===== src/rtl/mem_arbiter_pkg.sv =====
// Shared encodings for the two-requester memory arbiter.
// MEM_ARB_DATA_PRIO_EN selects fixed data priority instead of round-robin.
package mem_arbiter_pkg;

  typedef enum logic [1:0] {
    IDLE  = 2'b00,
    GRANT = 2'b01,
    RESP  = 2'b10
  } state_e;

  typedef enum logic {
    OWN_INSTR = 1'b0,
    OWN_DATA  = 1'b1
  } owner_e;

  localparam logic [3:0] BE_FULL = 4'hF;

  function automatic owner_e other(input owner_e o);
    return (o == OWN_DATA) ? OWN_INSTR : OWN_DATA;
  endfunction

endpackage


===== src/rtl/mem_arbiter_if.sv =====
// Request/response bus shared by the cache, LSU and main-memory ports.
// The arbiter is the slave of both requesters and the master of memory.
interface mem_arbiter_if #(
  parameter int ADDR_W = 32,
  parameter int DATA_W = 32
);
  logic              req;
  logic              we;
  logic [3:0]        be;
  logic [ADDR_W-1:0] adr;
  logic [DATA_W-1:0] wdata;
  logic              gnt;
  logic              rvalid;
  logic [DATA_W-1:0] read;

  modport master (
    output req, we, be, adr, wdata,
    input  gnt, rvalid, read
  );

  modport slave (
    input  req, we, be, adr, wdata,
    output gnt, rvalid, read
  );
endinterface


===== src/rtl/mem_arb_rr.sv =====
// Two-way round-robin pointer: favours the requester not served last.
// The pointer comes out of reset favouring data.
module mem_arb_rr
  import mem_arbiter_pkg::*;
(
  input  logic   clk,
  input  logic   res,
  input  logic   instr_req,
  input  logic   data_req,
  input  logic   done,
  input  owner_e owner,
  output owner_e sel
);

  owner_e ptr;

  always_ff @(posedge clk or posedge res) begin
    if (res) begin
      ptr <= OWN_DATA;
    end else if (done) begin
      ptr <= other(owner);
    end
  end

  always_comb begin
    sel = ptr;
    if (instr_req && !data_req) begin
      sel = OWN_INSTR;
    end else if (data_req && !instr_req) begin
      sel = OWN_DATA;
    end
  end

endmodule


===== src/rtl/mem_arbiter.sv =====
// Shares one main-memory port between icache and LSU, one access in flight.
// Define MEM_ARB_DATA_PRIO_EN for fixed data priority (no pointer).
module mem_arbiter
  import mem_arbiter_pkg::*;
#(
  parameter int ADDR_W = 32,
  parameter int DATA_W = 32
) (
  input logic           clk,
  input logic           res,
  mem_arbiter_if.slave  instr,
  mem_arbiter_if.slave  data,
  mem_arbiter_if.master mem
);

  state_e state;
  state_e state_nx;
  owner_e owner;
  owner_e sel;
  logic   any_req;
  logic   own_req;
  logic   is_data;

  logic              arb_req;
  logic              arb_we;
  logic [3:0]        arb_be;
  logic [ADDR_W-1:0] arb_adr;
  logic [DATA_W-1:0] arb_wdata;
  logic              instr_gnt;
  logic              data_gnt;
  logic              instr_rvalid;
  logic              data_rvalid;
  logic [DATA_W-1:0] instr_read;
  logic [DATA_W-1:0] data_read;

  assign any_req = instr.req | data.req;
  assign is_data = (owner == OWN_DATA);
  assign own_req = is_data ? data.req : instr.req;

`ifdef MEM_ARB_DATA_PRIO_EN
  assign sel = data.req ? OWN_DATA : OWN_INSTR;
`else
  logic done;

  assign done = (state == RESP) && mem.rvalid;

  mem_arb_rr u_rr (
    .clk      (clk),
    .res      (res),
    .instr_req(instr.req),
    .data_req (data.req),
    .done     (done),
    .owner    (owner),
    .sel      (sel)
  );
`endif

  always_ff @(posedge clk or posedge res) begin
    if (res) begin
      state <= IDLE;
      owner <= OWN_DATA;
    end else begin
      state <= state_nx;
      if (state == IDLE && any_req) begin
        owner <= sel;
      end
    end
  end

  // A grant from memory wins over a late drop: the access is already taken.
  always_comb begin
    state_nx = state;
    unique case (state)
      IDLE:    if (any_req) state_nx = GRANT;
      GRANT: begin
        if (mem.gnt) begin
          state_nx = RESP;
        end else if (!own_req) begin
          state_nx = IDLE;
        end
      end
      RESP:    if (mem.rvalid) state_nx = IDLE;
      default: state_nx = IDLE;
    endcase
  end

  always_comb begin
    arb_req      = 1'b0;
    arb_we       = 1'b0;
    arb_be       = '0;
    arb_adr      = '0;
    arb_wdata    = '0;
    instr_gnt    = 1'b0;
    data_gnt     = 1'b0;
    instr_rvalid = 1'b0;
    data_rvalid  = 1'b0;
    instr_read   = '0;
    data_read    = '0;
    unique case (state)
      GRANT: begin
        arb_req = 1'b1;
        if (is_data) begin
          arb_we    = data.we;
          arb_be    = data.be;
          arb_adr   = data.adr;
          arb_wdata = data.wdata;
          data_gnt  = mem.gnt;
        end else begin
          arb_be    = BE_FULL;
          arb_adr   = instr.adr;
          instr_gnt = mem.gnt;
        end
      end
      RESP: begin
        if (is_data) begin
          data_rvalid = mem.rvalid;
          data_read   = mem.rvalid ? mem.read : '0;
        end else begin
          instr_rvalid = mem.rvalid;
          instr_read   = mem.rvalid ? mem.read : '0;
        end
      end
      default: ;
    endcase
  end

  assign mem.req      = arb_req;
  assign mem.we       = arb_we;
  assign mem.be       = arb_be;
  assign mem.adr      = arb_adr;
  assign mem.wdata    = arb_wdata;
  assign instr.gnt    = instr_gnt;
  assign instr.rvalid = instr_rvalid;
  assign instr.read   = instr_read;
  assign data.gnt     = data_gnt;
  assign data.rvalid  = data_rvalid;
  assign data.read    = data_read;

endmodule


===== src/flat_wrapper.sv =====
// flat-port wrapper written by rule: the top's interface ports become plain ports
module mem_arbiter_flat import mem_arbiter_pkg::*;
#(
  parameter int ADDR_W = 32,
  parameter int DATA_W = 32
)
  (clk, res, instr_req, instr_we, instr_be, instr_adr, instr_wdata, instr_gnt, instr_rvalid, instr_read, data_req, data_we, data_be, data_adr, data_wdata, data_gnt, data_rvalid, data_read, mem_req, mem_we, mem_be, mem_adr, mem_wdata, mem_gnt, mem_rvalid, mem_read);
  mem_arbiter_if #(.ADDR_W(ADDR_W), .DATA_W(DATA_W)) instr_i ();
  mem_arbiter_if #(.ADDR_W(ADDR_W), .DATA_W(DATA_W)) data_i ();
  mem_arbiter_if #(.ADDR_W(ADDR_W), .DATA_W(DATA_W)) mem_i ();
  input logic clk;
  input logic res;
  input wire logic [$bits(instr_i.req)-1:0] instr_req;
  input wire logic [$bits(instr_i.we)-1:0] instr_we;
  input wire logic [$bits(instr_i.be)-1:0] instr_be;
  input wire logic [$bits(instr_i.adr)-1:0] instr_adr;
  input wire logic [$bits(instr_i.wdata)-1:0] instr_wdata;
  output wire logic [$bits(instr_i.gnt)-1:0] instr_gnt;
  output wire logic [$bits(instr_i.rvalid)-1:0] instr_rvalid;
  output wire logic [$bits(instr_i.read)-1:0] instr_read;
  input wire logic [$bits(data_i.req)-1:0] data_req;
  input wire logic [$bits(data_i.we)-1:0] data_we;
  input wire logic [$bits(data_i.be)-1:0] data_be;
  input wire logic [$bits(data_i.adr)-1:0] data_adr;
  input wire logic [$bits(data_i.wdata)-1:0] data_wdata;
  output wire logic [$bits(data_i.gnt)-1:0] data_gnt;
  output wire logic [$bits(data_i.rvalid)-1:0] data_rvalid;
  output wire logic [$bits(data_i.read)-1:0] data_read;
  output wire logic [$bits(mem_i.req)-1:0] mem_req;
  output wire logic [$bits(mem_i.we)-1:0] mem_we;
  output wire logic [$bits(mem_i.be)-1:0] mem_be;
  output wire logic [$bits(mem_i.adr)-1:0] mem_adr;
  output wire logic [$bits(mem_i.wdata)-1:0] mem_wdata;
  input wire logic [$bits(mem_i.gnt)-1:0] mem_gnt;
  input wire logic [$bits(mem_i.rvalid)-1:0] mem_rvalid;
  input wire logic [$bits(mem_i.read)-1:0] mem_read;
  assign instr_i.req = instr_req;
  assign instr_i.we = instr_we;
  assign instr_i.be = instr_be;
  assign instr_i.adr = instr_adr;
  assign instr_i.wdata = instr_wdata;
  assign instr_gnt = instr_i.gnt;
  assign instr_rvalid = instr_i.rvalid;
  assign instr_read = instr_i.read;
  assign data_i.req = data_req;
  assign data_i.we = data_we;
  assign data_i.be = data_be;
  assign data_i.adr = data_adr;
  assign data_i.wdata = data_wdata;
  assign data_gnt = data_i.gnt;
  assign data_rvalid = data_i.rvalid;
  assign data_read = data_i.read;
  assign mem_req = mem_i.req;
  assign mem_we = mem_i.we;
  assign mem_be = mem_i.be;
  assign mem_adr = mem_i.adr;
  assign mem_wdata = mem_i.wdata;
  assign mem_i.gnt = mem_gnt;
  assign mem_i.rvalid = mem_rvalid;
  assign mem_i.read = mem_read;
  mem_arbiter #(.ADDR_W(ADDR_W), .DATA_W(DATA_W)) u_core (.clk(clk), .res(res), .instr(instr_i), .data(data_i), .mem(mem_i));
endmodule

===== config.mk =====
export PLATFORM = sky130hd
export DESIGN_NAME = mem_arbiter_flat
export DESIGN_NICKNAME = d
export VERILOG_FILES = /design/src/rtl/mem_arbiter_pkg.sv /design/src/rtl/mem_arbiter_if.sv /design/src/rtl/mem_arb_rr.sv /design/src/rtl/mem_arbiter.sv /design/src/flat_wrapper.sv
export SDC_FILE = /design/constraint.sdc
export NUM_CORES = 1
export LEC_CHECK = 0
export ABC_AREA = 1
export CORE_AREA = 2 2 121 123
export DETAILED_ROUTE_END_ITERATION = 7
export DIE_AREA = 0 0 123 125
export PLACE_DENSITY = 0.65
export SYNTH_ARGS = -nofsm -noshare
export SYNTH_HDL_FRONTEND = slang
export SYNTH_SLANG_ARGS = --single-unit

===== constraint.sdc =====
create_clock -name clk -period 1.28 [get_ports clk]
set_clock_uncertainty 0.2 [all_clocks]
set_input_delay 0.256 -clock clk [delete_from_list [all_inputs] [get_ports clk]]
set_output_delay 0.256 -clock clk [all_outputs]
set_load 0.1 [all_outputs]

==> summary.md <==
| Metric | Value |
|---|---|
| RePlAce Congestion | `roughly 0.79` |
| Die X | `approximately 120 um` |
| Worst setup margin | `-0.813 ns` |
| IO buf count | `approximately 280` |
| Pin count of the biggest net entering global routing | `37` |
| Reg2reg setup slack | `-0.21 ns` |
| Synth warn | `0` |
| Clock sink count | `4` |
| Leak pwr | `approximately 3.3 nW` |
| HPWL Detailed | `10400 um` |
| Startpoint types | `flip-flop` |
| Initial DRC count | `85` |
| IO Pins | `314` |
| Sequential fraction of the synthesis area | `roughly 6.2%` |
| Synth cell count leaders | `nand2_1 (113), nor2_1 (110), inv_1 (40)` |
| PwrDens | `~2200 nW/um^2` |
| GRT Overall Usage | `about 16%` |
| Fin. Hold Viols | `0` |
| Routed via count | `3633` |
| Core Area | `between 10000 and 15000 um^2` |
| CP Data Required Time | `slightly above 0.8 ns` |
| Measured slew at the worst slew-check pin | `roughly 0.28 ns` |
| Drc violations | `0` |
| Vias in the first global route | `~3800` |
| Worst Path Arrival | `1.64 ns` |
| Vias per Instance | `~4.2` |
| Antenna violations before repair | `0` |
| Fin crit share | `163%` |
| Placed Cells | `840` |
| Critical path class | `reg -> out` |
| Synth Cell Area | `about 1600 um^2` |
| Cell Count, Final, Fillers Out | `approximately 870` |
| Worst-path fanout max | `7` |
| Htree depth | `1` |
| Initial Util | `11.6%` |
| Post-synth top flop | `dfstp_2` |
| Gr ovfl total | `0` |
| Post-synth EDFFs | `0` |
| Clock transition at path regs | `0.03 ns` |
| Worst reg2reg startpoint | `u_core.is_data` |
| Hold-fix buffers at CTS | `0` |
| Register area | `between 100 and 150 um^2` |
| Post-synth top area cell | `nand2_1` |
| Post-Syn Nets | `approximately 550` |
| CTS buffer count | `3` |
| Worst Hold Class | `in -> async` |
| FILL cells | `~1100` |
| DR WL/cell | `around 15 um` |
| Reg-to-reg endpoint | `u_core.u_rr.ptr` |
| Max-slew violation count | `0` |
| Max Freq | `between 400 and 500 MHz` |
| Synth unique cells | `16` |
| Status | `complete, but fails checks` |
| Rel. slew slack | `a little over 80%` |
| Layout Nets | `860` |
| Worst skew pair latency | `between 0.2 and 0.25 ns` |
| Top cells by area, synth | `nand2_1 (26%), nor2_1 (25%), nand3_1 (10%)` |
| Clk Tree Root Cell | `clkbuf_16` |
| Syn avg cell area | `4.46 um^2` |
| Antenna viol nets, final | `0` |
| Clk buf depth | `2` |
| Site row count | `44` |
| CTS tree | `yes` |
| FF-to-FF path depth | `6` |
| Die ar. | `15400 um^2` |
| Ant diodes | `0` |
| Final min period | `2.09 ns` |
| Routed wire length | `between 10000 and 15000 um` |
| DR pass1 iterations | `4` |
| RSZ-0062 raised after global routing | `true` |
| FF+latch count, synth | `4` |
| Maxcap violations | `0` |
| Cells after Synth | `between 300 and 400` |
| Die H | `between 100 and 150 um` |
| Share of the synthesized area in the top cell type | `between 20% and 30%` |
| First-pass GRT wire length | `just over 20000 um` |
| Final setup fails | `141` |
| Crit. End Element | `output port` |
| Share of cells above drive strength 1 | `66.5%` |
| Failing checks | `setup timing` |
| Top-count cell post-synth | `nand2_1` |
| Area of the multi-input gates | `about 3100 um^2` |
| Async set or reset register ratio after synthesis | `100%` |
| Area Overhead vs Synth | `438%` |
| VDD IR max | `around 1.6 mV` |
| Post-Place Setup Slack | `-0.625 ns` |
## state kept, by name, summed over array words and instances (netlist names)
signal           cells
u_core.state         2
u_core.is_data       1
u_core.u_rr.ptr      1
## how the worst max path moves through the flow
stage / depth (start not counted) / endpoint / start / slack [ns]
after floorplan: 5 / instr_gnt / u_core.state[1] / -0.71
after global placement: 4 / mem_wdata[11] / u_core.is_data / -0.60
after detailed placement: 4 / mem_wdata[11] / u_core.is_data / -0.63
after CTS: 5 / mem_adr[0] / u_core.is_data / -0.83
after global routing: 6 / data_read[4] / u_core.is_data / -0.86
final: 6 / mem_wdata[3] / u_core.is_data / -0.81
## power by group
| part | internal [mW] | leakage, nW | switching [mW] | total, mW |
|---|---|---|---|---|
| Clock | 0.413 | 0.0382 | 0.102 | 0.514 |
| Combinational | 6.97 | 3.23 | 11.4 | 18.4 |
| Sequential | 0.224 | 0.0457 | 0.0857 | 0.310 |
## metal layers
metal	global-route usage, %	wire length [um]	vias up
li1	-	-	1750
met1	17.2	4380	1704
met2	32.3	7630	168
met3	4.47	1080	11
met4	2.54	130	0
met5	0	0	-
## worst max-delay path: stages (launching register included)
cell and delay, ns:
dfstp_4 0.66, buf_4 0.13, buf_12 0.11, buf_12 0.15
nand2_4 0.05, nor2_4 0.10, buf_12 0.18
## layout by cell type (no fill, tap or decap)
master | netlist | layout
dfrtp_1 | 2 | 1
nand2_1 | 113 | 51
dfstp_2 | 2 | 1
nand2_4 | 0 | 36
clkinvlp_4 | 0 | 2
clkbuf_16 | 0 | 8
clkdlybuf4s50_1 | 0 | 137
nor2_4 | 1 | 107
clkbuf_1 | 2 | 1
nand3_2 | 0 | 2
buf_6 | 3 | 11
nand2_8 | 0 | 1
dfrtp_2 | 0 | 1
nand2_2 | 1 | 26
o21ai_2 | 0 | 1
inv_2 | 1 | 2
dfstp_4 | 0 | 1
buf_2 | 23 | 1
nand3_4 | 1 | 31
nor2_1 | 110 | 1
buf_16 | 0 | 6
nand3_1 | 33 | 1
buf_4 | 4 | 21
a21oi_4 | 0 | 32
nor2_2 | 0 | 3
buf_12 | 0 | 161
inv_1 | 40 | 37
## cell type report
cell class / count / share of cell area [%]
Timing Repair Buffer: 342 / 58.4
Multi-Input combinational cell: 292 / 35.1
Tap cell: 184 / 2.60
Inverter: 41 / 1.82
Sequential cell: 4 / 1.22
Clock buffer: 4 / 0.890
## kinds of logic (layout without fill, tap and decap cells)
family                 after synthesis  after routing  share of synthesized area (%)
and+or+nand+nor                    259            259                           63.0
DFF                                  4              4                           6.24
AOI/OAI and AO/OA                   33             33                           10.0
buffers and inverters               73            387                           20.7
## metrics by stage
step	hold slack, ns	utilization [%]	area, um^2	TNS (ns)	total power, mW
global route	0.0468	62.3	8850	-111.20	19.9
finish	0.0165	62.3	8850	-104.52	19.2
CTS	0.0252	60.7	8620	-106.05	18.9
detailed placement	0.257	57.1	8110	-71.88	17.2
global placement	0.260	57.1	8110	-69.67	17.0
floorplan	-0.179	-	3540	-82.97	11.7
## timing repair
| item | 4_1_cts | 5_1_grt |
|---|---|---|
| gates cloned | 4 | 5 |
| buffers inserted | 12 | 3 |
| resized for setup | 43 | 21 |
| setup endpoints to repair | 141 | 141 |
| pin swaps | 10 | 9 |
| hold endpoints to repair | 0 | 0 |
Note: power is estimated with default switching activity, not from simulation.
